`config.mk`:
```
export PLATFORM = sky130hd
export DESIGN_NAME = adc_serial_capture
export DESIGN_NICKNAME = d
export VERILOG_FILES = /design/src/rtl/adc_serial_capture.sv
export SDC_FILE = /design/constraint.sdc
export NUM_CORES = 1
export LEC_CHECK = 0
export CAP_MARGIN = 5
export CORE_AREA = 5 5 61 63
export DETAILED_ROUTE_END_ITERATION = 16
export DIE_AREA = 0 0 66 68
export PLACE_DENSITY = 0.73
export SLEW_MARGIN = 5
export SYNTH_ARGS = -nofsm -noshare
export SYNTH_HDL_FRONTEND = slang
export SYNTH_SLANG_ARGS = --single-unit
export TNS_END_PERCENT = 10
```
`constraint.sdc`:
```
create_clock -name clk -period 3.3 [get_ports clk]
set_input_delay 0.66 -clock clk [delete_from_list [all_inputs] [get_ports clk]]
set_output_delay 0.66 -clock clk [all_outputs]
set_load 0.1 [all_outputs]
```
`src/rtl/adc_serial_capture.sv`:
```
// Serial ADC frame reader: drives shared csn/sclk and captures N_CH sdata lanes MSB-first.
// Supports continuous or triggered conversion with a quiet gap between frames.
//
// state | meaning
// QUIET | csn/sclk high for QUIET_CYC cycles between frames (also the post-reset state)
// IDLE  | csn/sclk high, waiting for cont or trig
// SHIFT | csn low, sclk toggling, lanes sampled at the end of each sclk-high half
module adc_serial_capture #(
  parameter int DATA_W     = 12,
  parameter int LEAD_ZEROS = 2,
  parameter int TRAIL_BITS = 0,
  parameter int HALF_DIV   = 1,
  parameter int QUIET_CYC  = 4,
  parameter int N_CH       = 1
) (
  input  logic                     clk,
  input  logic                     rstn,
  input  logic                     cont,
  input  logic                     trig,
  output logic                     adc_csn,
  output logic                     adc_sclk,
  input  logic [N_CH-1:0]          adc_sdata,
  output logic                     busy,
  output logic                     trig_drop,
  output logic                     data_valid,
  output logic [N_CH*DATA_W-1:0]   data,
  output logic                     zero_err
);

  localparam int TOTAL = LEAD_ZEROS + DATA_W + TRAIL_BITS;
  localparam int BIT_W = $clog2(TOTAL + 1);
  localparam int DIV_W = $clog2(HALF_DIV + 1);
  localparam int Q_W   = $clog2(QUIET_CYC + 1);

  localparam logic [BIT_W-1:0] BIT_LAST = BIT_W'(TOTAL - 1);
  localparam logic [DIV_W-1:0] DIV_LAST = DIV_W'(HALF_DIV - 1);
  localparam logic [Q_W-1:0]   Q_LAST   = Q_W'(QUIET_CYC - 1);

  typedef enum logic [1:0] {
    QUIET = 2'd0,
    IDLE  = 2'd1,
    SHIFT = 2'd2
  } state_t;

  state_t state;
  state_t state_nxt;

  logic [Q_W-1:0]   q_cnt;
  logic [DIV_W-1:0] div_cnt;
  logic [BIT_W-1:0] bit_cnt;
  logic             sclk_low;

  logic [N_CH-1:0][DATA_W-1:0] shreg;
  logic                        zacc;

  logic quiet_end;
  logic half_end;
  logic sample;
  logic frame_end;
  logic in_lead;
  logic in_data;

  assign quiet_end = (state == QUIET) && (q_cnt == Q_LAST);
  assign half_end  = (div_cnt == DIV_LAST);
  assign sample    = (state == SHIFT) && !sclk_low && half_end;
  assign frame_end = (state == SHIFT) && sclk_low && half_end && (bit_cnt == BIT_LAST);
  assign in_lead   = int'(bit_cnt) < LEAD_ZEROS;
  assign in_data   = (int'(bit_cnt) >= LEAD_ZEROS) && (int'(bit_cnt) < LEAD_ZEROS + DATA_W);

  // state register
  always_ff @(posedge clk) begin
    if (!rstn) begin
      state <= QUIET;
    end else begin
      state <= state_nxt;
    end
  end

  // next-state logic
  always_comb begin
    state_nxt = state;
    unique case (state)
      QUIET: begin
        if (quiet_end) begin
          state_nxt = cont ? SHIFT : IDLE;
        end
      end
      IDLE: begin
        if (cont || trig) begin
          state_nxt = SHIFT;
        end
      end
      SHIFT: begin
        if (frame_end) begin
          state_nxt = QUIET;
        end
      end
      default: state_nxt = QUIET;
    endcase
  end

  // pin outputs; sclk idles high and the first half of each period is high
  always_comb begin
    adc_csn  = 1'b1;
    adc_sclk = 1'b1;
    if (state == SHIFT) begin
      adc_csn  = 1'b0;
      adc_sclk = !sclk_low;
    end
  end

  // phase counters, reloaded whenever their phase is not active
  always_ff @(posedge clk) begin
    if (!rstn) begin
      q_cnt    <= '0;
      div_cnt  <= '0;
      bit_cnt  <= '0;
      sclk_low <= 1'b0;
    end else begin
      if ((state == QUIET) && !quiet_end) begin
        q_cnt <= q_cnt + Q_W'(1);
      end else begin
        q_cnt <= '0;
      end

      if (state == SHIFT) begin
        if (half_end) begin
          div_cnt  <= '0;
          sclk_low <= !sclk_low;
          if (sclk_low && !frame_end) begin
            bit_cnt <= bit_cnt + BIT_W'(1);
          end
        end else begin
          div_cnt <= div_cnt + DIV_W'(1);
        end
      end else begin
        div_cnt  <= '0;
        bit_cnt  <= '0;
        sclk_low <= 1'b0;
      end
    end
  end

  // capture datapath and status pulses
  always_ff @(posedge clk) begin
    if (!rstn) begin
      shreg      <= '0;
      zacc       <= 1'b0;
      data       <= '0;
      zero_err   <= 1'b0;
      data_valid <= 1'b0;
      trig_drop  <= 1'b0;
      busy       <= 1'b0;
    end else begin
      data_valid <= frame_end;
      trig_drop  <= trig && !cont && (state != IDLE);
      busy       <= (state_nxt != IDLE);

      if (state != SHIFT) begin
        zacc <= 1'b0;
      end else if (sample && in_lead) begin
        zacc <= zacc | (|adc_sdata);
      end

      if (sample && in_data) begin
        for (int k = 0; k < N_CH; k++) begin
          shreg[k] <= {shreg[k][DATA_W-2:0], adc_sdata[k]};
        end
      end

      // results only move on the data_valid edge so they hold between frames
      if (frame_end) begin
        data     <= shreg;
        zero_err <= zacc;
      end
    end
  end

endmodule

```
* Word level (Yosys, flattened, before mapping)
Index checks and enable logic that the tools add are counted.
** Operators by class
- Bitwise gates (word level) :: 3
- Reductions and logical operators :: 24
- Add/subtract/negate cells :: 3
- Eq/ne operators :: 7
- Mux-type cells :: 7
- Order comparisons :: 3
** Operators by type and width (number)
- 1-bit logical AND :: 13
- 2-bit two-way mux :: 4
- 2-bit one-hot mux with 3 select lines :: 1
- 2-bit AND reduction :: 3
- 4-bit by 1-bit adder with 4-bit output (second input constant) :: 1
- 4-bit equality test (second input constant) :: 1
- 4-bit by 2-bit >= comparator with 1-bit output (second input constant) :: 1
- 1-bit zero test :: 4
- 4-bit by 2-bit < comparator with 1-bit output (second input constant) :: 1
- 4-bit < comparator (second input constant) :: 1
- 2-bit by 1-bit inequality test with 1-bit output (second input constant) :: 2
- 3-bit by 1-bit adder with 3-bit output (second input constant) :: 1
- 3-bit by 2-bit equality test with 1-bit output (second input constant) :: 1
- 3-bit AND reduction :: 1
- 2-bit by 1-bit equality test with 1-bit output (second input constant) :: 1
- 2-bit equality test (second input constant) :: 1
- 2-bit zero test :: 1
- 1-bit two-way mux :: 2
- 2-bit inequality test (second input constant) :: 1
- 1-bit NOT :: 2
- 2-bit OR reduction :: 1
- 1-bit adder (second input constant) :: 1
- 1-bit logical OR :: 1
- 1-bit bitwise OR :: 1
** Storage, ports and cells
- Output and inout bits :: 18
- Logic and storage cells :: 59
- Bits in registers :: 40

* Longest topological paths before layout
Gate-level depths: netlist of the first run.
- Depth after elaboration :: 7
- Depth in mapped cells :: 6
- Gate-level depth less buffers :: 5

* Worst setup path before layout of the first run
Ideal clock, no wire load.
- Path type :: register -> register
- Start point :: register state[0]
- End point :: register data[10]
- Data required time :: 3.228 ns
- Setup time :: 0.072 ns
- Buffers on the path :: 1
- Setup slack :: 1.298 ns
- Cell stages (with the launch flop) :: 5
- Period minus slack after synthesis :: 2.002 ns
- Data arrival time :: 1.930 ns
- Path through :: dfxtp_1 -> nand2b_1 -> nor3_4 -> buf_6 -> mux2i_1
** Between the ends
- Word-level cells in the longest chain between the ends :: 4
** Ends and longest elaborated chain
- from (decl) :: RTL line 45 : state_t state;
- from (signal assigned) :: RTL line 75 : state <= state_nxt;
- 2-bit equality test :: RTL line 66 : assign frame_end = (state == SHIFT) && sclk_low && half_end && (bit_cnt == BIT_LAST);
- 1-bit logical AND (3 in series) :: RTL line 66
- to (signal assigned) :: RTL line 173 : data <= shreg;
- to (decl) :: RTL line 26 : output logic [N_CH*DATA_W-1:0] data,
Every way passes these cells.
A chain may end at the register's enable or synchronous reset.

* Worst setup path in the final report of the first run
- Start point :: register state[0]
- End point :: output adc_csn
** Between the ends
- Word-level cells in the longest chain between the ends :: 2
** Ends and longest elaborated chain
- 2-bit equality test :: RTL line 106 : if (state == SHIFT) begin
- 1-bit two-way mux :: RTL line 106
- to (decl) :: RTL line 20 : output logic adc_csn,
Every way passes these cells.

==> results of run 1 <==
## registers in the layout, summed over array words and instances (netlist names)
| name | count |
|---|---|
| busy | 1 |
| zacc | 1 |
| sclk_low | 1 |
| data | 12 |
| zero_err | 1 |
| data_valid | 1 |
| q_cnt | 3 |
| div_cnt | 1 |
| trig_drop | 1 |
| shreg | 12 |
| state | 2 |
| bit_cnt | 4 |
## power breakdown
group | total, mW | internal, mW | switching [mW] | leakage, nW
sequential | 0.502 | 0.494 | 0.00816 | 0.324
clock | 0.343 | 0.182 | 0.162 | 0.0484
combinational | 0.0660 | 0.0231 | 0.0429 | 0.416
total | 0.911 | 0.699 | 0.213 | 0.788
## layout make-up
cell class              instances  area share (%)
clock buffers                   6            2.70
clock inverters                 2            2.04
inverters                       5           0.989
multi-input cells             105            39.4
flip-flops and latches         40            42.2
well taps                      46            3.03
repair buffers                 23            9.63
## placed cells by master, fill, tap and decap left out, types with 3 or more instances in the layout
cell type	instances
a21oi_1	4
dfxtp_1	40
nor2b_1	3
mux2i_1	25
nand2_1	29
inv_1	5
buf_4	19
nor3_1	4
nand2b_1	5
nand3_1	3
clkdlybuf4s50_1	4
clkbuf_4	5
ha_1	5
nor2_1	5
## metrics by stage
step / hold WS (ns) / std cells / instance area (um^2)
after floorplan: 0.399 / 155 / 1610
after global placement: 0.407 / 219 / 1810
after detailed placement: 0.432 / 219 / 1810
after CTS: 0.448 / 227 / 1900
after global routing: 0.471 / 227 / 1900
final: 0.447 / 227 / 1900
## worst max-delay path by stage
| stage | start | endpoint | slack (ns) | cells past startpoint |
|---|---|---|---|---|
| finish | state[0] | adc_csn | 1.18 | 2 |
| global route | state[0] | adc_csn | 1.09 | 2 |
| CTS | state[0] | adc_csn | 1.17 | 2 |
| detailed placement | rstn | bit_cnt[3] | 1.12 | 4 |
| global placement | rstn | bit_cnt[3] | 1.17 | 4 |
| floorplan | state[0] | data[10] | 1.30 | 4 |
## per-layer routing
metal	up-vias	part of all wire, %	GRT usage (%)
met3	5	4.9	3.94
li1	581	-	-
met4	0	1.6	7.61
met2	22	46	23.7
met5	-	0	0
met1	512	48	17.2
## kinds of logic (layout without fill, tap and decap cells)
group	after synthesis	after routing	share of synthesized area (%)
and+or+nand+nor	59	59	20.4
AOI/OAI and AO/OA	15	15	6.38
muxes	25	25	15.6
other	1	1	0.233
adders and majority gates	5	5	3.89
buffers and inverters	10	36	3.81
DFF	40	40	49.8
==> results_dict.tcl, run 1 <==
set metrics [dict create \
    path_buf_inv 1 \
    grt_overflow_total 0 \
    worstPathRequired_ns 2.64 \
    ys.flop_type "dfxtp_1" \
    drt_iter0_markers 74 \
    area_growth_pct 17.9 \
    grt_util_all_layers_pct 14.4 \
    start_kind "register" \
    dieArea_mm2 0.00449 \
    grt_setup_unrepaired "no" \
    synth.area.top_cells "dfxtp_1 (50%), mux2i_1 (16%), nand2_1 (6.8%), ha_1 (3.9%), nand2b_1 (1.9%)" \
    route.vias.total 1120 \
    pwr_density_cell_mw_per_mm2 480 \
    dpl_worst_slack_ns 1.12 \
    critPathSlowestCell "dfxtp_1" \
    ios 23 \
    setup_ws_ns 1.18 \
    reg2reg_slack_ns 1.43 \
    min_to "q_cnt[0]" \
    final_core_util_pct 59.7 \
    hp-start "q_cnt[0]" \
    antenna_cells 0 \
    drtAntennaViolNets 0 \
    hpwl_um 1920 \
    p_total_uw 911 \
    synth.avg_cell_area_um2 10.4 \
    fillerInstances 284 \
    cts_tree "yes" \
    die_width_um 66 \
    leakagePower_nw 0.788 \
    clock-sinks 40 \
    grt_max_degree 34 \
    rows 21 \
    drc 0 \
    ctsHoldBuffers 0 \
    skew_ns 0.0136 \
    hold_violations 0 \
    r2r_cells 5 \
    hold_class "reg2reg" \
    worst_skew_pair.late_latency_ns 0.35 \
    cts_setup_buffers 0 \
    max_freq_mhz 472 \
    status "complete, no violations" \
    endpoint_kind "output port" \
    cts_buffer_depth 2 \
    tns_ns 0 \
    place_congestion 0.704 \
    core_mm2 0.00318 \
    r2r_end "data[3]" \
    yosysWarnings 0 \
    synth_cells 155 \
    cpLargestDelayFamily "flip-flops" \
    fin_nets 190 \
    htree_levels 2 \
    drive_gt1_share_pct 17.7 \
    routed_wirelength_um 2750 \
    synth_area_mm2 0.00161 \
    worstSetupPathType "reg2out" \
    clkTransAtPathRegs_ns 0.11 \
    timing.rr.start "bit_cnt[1]" \
    die_h_um 68 \
    synth_top_cell_by_area "dfxtp_1" \
    regArea_um2 801 \
    slew_violations 0 \
    period_needed_ns 2.12 \
    antenna_found_initial 0 \
    crit_arrival_ns 1.46 \
    synth.most_common_cell "dfxtp_1" \
    dr.pass1.iters 4 \
    port-buffer-count 22 \
    yosysSeqAreaShare_pct 49.8 \
    grt_pass1_wl_um 4890 \
    grt_pass1_vias 1112 \
    initial_utilization_pct 50.6 \
    cts_resized 0 \
    fin_crit_sh_pct 64.1 \
    cts-root-buf "clkbuf_4" \
    max_stage_delay_ns 0.53 \
    synth_common_cells "dfxtp_1 (40), nand2_1 (29), mux2i_1 (25)" \
    synth-edff-count 0 \
    worstMarginPinSlew_ns 0.867 \
    vdd_drop_max_mv 0.361 \
    vias_per_cell 4.93 \
    synth-async-reset-ratio_pct 0 \
    synth_cell_type_count 32 \
    relSlewSlack_pct 42.0 \
    cts_buffers 5 \
    critPathMaxFanout 10 \
    setup_viol 0 \
    synth_nets 165 \
    wl_per_cell_um 12.1 \
    path_cells "nand2b_1, buf_4" \
    hold_depth 1 \
    synth-seq-cells 40 \
    synth_top_area_share_pct 49.8 \
    multi_input_area_um2 747 \
    maxCapViolCount 0 \
]
(Power assumes the default switching activity.)
==> inputs of run 2 (changes only) <==
Settings changed: CORE_AREA 5 5 61 63 to 5 5 62 64, DIE_AREA 0 0 66 68 to 0 0 67 69, PLACE_DENSITY 0.73 to 0.71.
Clock period 3.3 ns to 2.2 ns, I/O delays scaled along.
==> run 2 against run 1 <==
Against the previous run: combinational power up 64%; power grew 53%; wire length increased by 3.6%; highest routed layer unchanged.
==> results_dict.tcl, run 2 (synthesis gave the netlist of run 1 again) <==
set metrics [dict create \
    status "complete, no violations" \
    cts_buffer_depth 2 \
    ios 23 \
    worstPathRequired_ns 1.76 \
    dpl_worst_slack_ns 0.409 \
    grt_overflow_total 0 \
    hpwl_um 1990 \
    period_needed_ns 1.82 \
    antenna_found_initial 0 \
    setup_viol 0 \
    route.vias.total 1136 \
    drive_gt1_share_pct 18.6 \
    drc 0 \
    pwr_density_cell_mw_per_mm2 718 \
    max_freq_mhz 549 \
    grt-busiest-layer "met2" \
    hold_class "reg2reg" \
    cts_tree "yes" \
    r2r_end "shreg[10]" \
    fin_nets 192 \
    dr.pass1.iters 4 \
    cts-root-buf "clkbuf_4" \
    htree_levels 2 \
    timing.rr.start "bit_cnt[0]" \
    port-buffer-count 22 \
    critPathSlowestCell "dfxtp_1" \
    leakagePower_nw 0.814 \
    hold_depth 1 \
    fin_crit_sh_pct 82.8 \
    antenna_cells 0 \
    area_growth_pct 20.7 \
    grt_setup_unrepaired "no" \
    core_mm2 0.00323 \
    reg2reg_slack_ns 0.57 \
    max_stage_delay_ns 0.52 \
    grtUsageMet3_pct 6.66 \
    grt_pass1_wl_um 5020 \
    grt_pass1_vias 1182 \
    hold_violations 0 \
    hp-start "q_cnt[0]" \
    path_cells "nand2b_1, buf_12" \
    start_kind "register" \
    wl_per_cell_um 12.5 \
    cts_buffers 5 \
    final_common_cell "dfxtp_1" \
    ctsHoldBuffers 0 \
    use_met2_pct 22.6 \
    die_width_um 67 \
    slew_violations 0 \
    initial_utilization_pct 49.8 \
    worstSetupPathType "reg2out" \
    cts_resized 0 \
    endpoint_kind "output port" \
    die_h_um 69 \
    grt_util_all_layers_pct 14.0 \
    clock-sinks 40 \
    cts_setup_buffers 0 \
    place_congestion 0.730 \
    crit_arrival_ns 1.38 \
    drtAntennaViolNets 0 \
    vdd_drop_max_mv 0.542 \
    worst_skew_pair.late_latency_ns 0.35 \
    reg_top3 "data (12), shreg (12), bit_cnt (4)" \
    tns_ns 0 \
    maxCapViolCount 0 \
    min_to "q_cnt[0]" \
    mostFrequentLayoutCells "dfxtp_1 (40), nand2_1 (29), mux2i_1 (25), buf_4 (19)" \
    setup_ws_ns 0.379 \
    use_met1_pct 15.6 \
    drt_iter0_markers 25 \
    routed_wirelength_um 2850 \
    rows 21 \
    critPathMaxFanout 10 \
    clkTransAtPathRegs_ns 0.11 \
    vias_per_cell 4.96 \
    skew_ns 0.0107 \
    r2r_cells 5 \
    grt_max_degree 22 \
    dieArea_mm2 0.00462 \
]
## run 2: cell type report
type / count / area (um^2)
tap: 46 / 57.6
sequential: 40 / 801
fill: 295 / 1290
clock buffer: 7 / 65.1
multi-input combinational: 105 / 747
timing repair buffer: 25 / 223
clock inverter: 1 / 30.0
inverter: 5 / 18.8
## run 2: per-stage QoR
| step | util [%] | cells | total power [mW] | hold WS [ns] | cell area (um^2) |
|---|---|---|---|---|---|
| final | 60.1 | 229 | 1.39 | 0.442 | 1940 |
| after global routing | 60.1 | 229 | 1.45 | 0.451 | 1940 |
| after CTS | 60.1 | 229 | 1.40 | 0.438 | 1940 |
| after detailed placement | 57.1 | 221 | 0.877 | 0.422 | 1850 |
| after global placement | 57.1 | 221 | 0.871 | 0.411 | 1850 |
| after floorplan | - | 155 | 0.841 | 0.399 | 1610 |
## run 2: worst max-delay path by stage
stage                         from       end  slack [ns]  cells after the start
after detailed placement      rstn  q_cnt[2]        0.41                      5
after global routing      state[0]   adc_csn        0.30                      2
after global placement        rstn  q_cnt[0]        0.46                      5
after floorplan           state[0]  data[10]        0.20                      4
after CTS                 state[0]   adc_csn        0.37                      2
final                     state[0]   adc_csn        0.38                      2
## run 2: metal layers
metal,routed length [um],up-vias
li1,-,585
met1,1280,523
met2,1380,26
met3,163,2
met4,20,0
met5,0,-
## run 2: critical path: cells and delay by family (launching register included)
| family | cells | cell delay (ns) |
|---|---|---|
| simple gates | 1 | 0.30 |
| flops | 1 | 0.52 |
| buf+inv | 1 | 0.21 |
## run 2: where the power goes
part / total [mW] / internal (mW) / leakage (nW) / switching (mW)
Combinational: 0.108 / 0.0403 / 0.439 / 0.0674
Clock: 0.533 / 0.302 / 0.0515 / 0.231
Sequential: 0.753 / 0.741 / 0.324 / 0.0120
==> inputs of run 3 (changes only) <==
Clock period 2.2 ns to 1.85 ns, I/O delays scaled along.
==> run 3 against run 2 <==
Against the previous run: hold slack got worse by 0.0080 ns; critical path type unchanged; core utilization rose by 4.6 points; sequential share of layout area fell by 2.9 points; first-iteration DRC count rose by 72%; critical endpoint unchanged.
==> results_dict.tcl, run 3 (synthesis gave the netlist of run 1 again) <==
set metrics [dict create \
    die_width_um 67 \
    setup_viol 0 \
    crit_arrival_ns 1.32 \
    worst_skew_pair.late_latency_ns 0.35 \
    crit_path_start "state[0]" \
    dieArea_mm2 0.00462 \
    core_mm2 0.00323 \
    area_growth_pct 29.9 \
    grt_util_all_layers_pct 14.6 \
    cts_buffers 5 \
    grt_overflow_total 0 \
    ios 23 \
    fin_area_mm2 0.00209 \
    cts_setup_buffers 0 \
    mostFrequentLayoutCells "dfxtp_1 (40), nand2_1 (29), mux2i_1 (25), buf_12 (16)" \
    path_cells "nand2b_2, buf_12" \
    final_core_util_pct 64.7 \
    fin_nets 192 \
    worstSetupPathType "reg2out" \
    cts_tree "yes" \
    hpwl_um 2130 \
    max_freq_mhz 591 \
    wl_per_cell_um 12.7 \
    cpLargestDelayFamily "flip-flops" \
    start_kind "register" \
    grt_setup_unrepaired "no" \
    endpoint_kind "output port" \
    max_stage_delay_ns 0.52 \
    leakagePower_nw 0.830 \
    final_common_cell "dfxtp_1" \
    port-buffer-count 22 \
    antenna_cells 0 \
    dpl.cell_count 221 \
    maxCapViolCount 0 \
    hold_slack_ns 0.434 \
    period_needed_ns 1.69 \
    worstPathRequired_ns 1.48 \
    critPathMaxFanout 10 \
    hp-start "q_cnt[0]" \
    fin_crit_sh_pct 91.4 \
    drtAntennaViolNets 0 \
    tns_ns 0 \
    die_h_um 69 \
    grt_max_degree 25 \
    clock-sinks 40 \
    route.vias.total 1150 \
    clkTransAtPathRegs_ns 0.11 \
    drive_gt1_share_pct 19.1 \
    drt_iter0_markers 43 \
    hold_violations 0 \
    grt_pass1_vias 1218 \
    layout.cells.non_filler 229 \
    reg_top3 "data (12), shreg (12), bit_cnt (4)" \
    timing.rr.start "bit_cnt[1]" \
    dpl_cell_area_mm2 0.00202 \
    status "complete, no violations" \
    slew_violations 0 \
    place_congestion 0.795 \
    vdd_drop_max_mv 0.463 \
    cts_buffer_depth 2 \
    pwr_density_cell_mw_per_mm2 714 \
    critPathSlowestCell "dfxtp_1" \
    routed_wirelength_um 2910 \
    cts_resized 0 \
    skew_ns 0.0103 \
    htree_levels 2 \
    cts-root-buf "clkbuf_4" \
    hold_class "reg2reg" \
    grt_pass1_wl_um 5230 \
    path_buf_inv 1 \
    ctsHoldBuffers 0 \
    antenna_found_initial 0 \
    dr.pass1.iters 4 \
    drc 0 \
    rows 21 \
    initial_utilization_pct 49.8 \
    vias_per_cell 5.02 \
]
[run 3: cell types whose count changed in the layout (fill, tap and decap cells not counted)]
cell / before / now
buf_12: 2 / 16
buf_4: 19 / 5
clkinvlp_4: 0 / 2
bufinv_16: 1 / 0
clkbuf_8: 2 / 1
nand2b_1: 5 / 4
nand2b_2: 0 / 1
[run 3: per-layer routing]
layer | share of wire, % | track usage, % | vias up
li1 | - | - | 587
met1 | 45 | 16.8 | 533
met2 | 49 | 23.3 | 22
met3 | 4.2 | 5.52 | 8
met4 | 2.6 | 6.76 | 0
met5 | 0 | 0 | -
[run 3: power by group]
part	internal, mW	switching [mW]
Combinational	0.0474	0.0780
Clock	0.184	0.286
Sequential	0.881	0.0150
Total	1.11	0.379
[run 3: final timing paths]
check               endpoint  slack (ns)  cells past startpoint
hold / removal      q_cnt[0]        0.43                      1
setup / recovery     adc_csn        0.16                      2
hold reg to reg     q_cnt[0]        0.43                      1
setup reg to reg  bit_cnt[2]        0.21                      5
[run 3: worst reg2reg max path, cell delays in order (launching register included)]
cell	delay, ns
dfxtp_1	0.48
inv_1	0.10
ha_1	0.22
and3_1	0.23
o311ai_0	0.37
o41ai_1	0.13
[run 3: area by class of cell]
| cell class | instances | area (um^2) |
|---|---|---|
| Inverter | 5 | 18.8 |
| Sequential cell | 40 | 801 |
| Fill cell | 263 | 1140 |
| Clock inverter | 2 | 15.0 |
| Multi-Input combinational cell | 105 | 749 |
| Tap cell | 46 | 57.6 |
| Timing Repair Buffer | 25 | 398 |
| Clock buffer | 6 | 51.3 |
[run 3: through the flow]
stage	setup WS, ns	power (mW)
final	0.159	1.49
after global routing	0.0534	1.57
after CTS	0.140	1.52
after detailed placement	0.143	1.04
after global placement	0.260	1.04
after floorplan	0.161	1.00
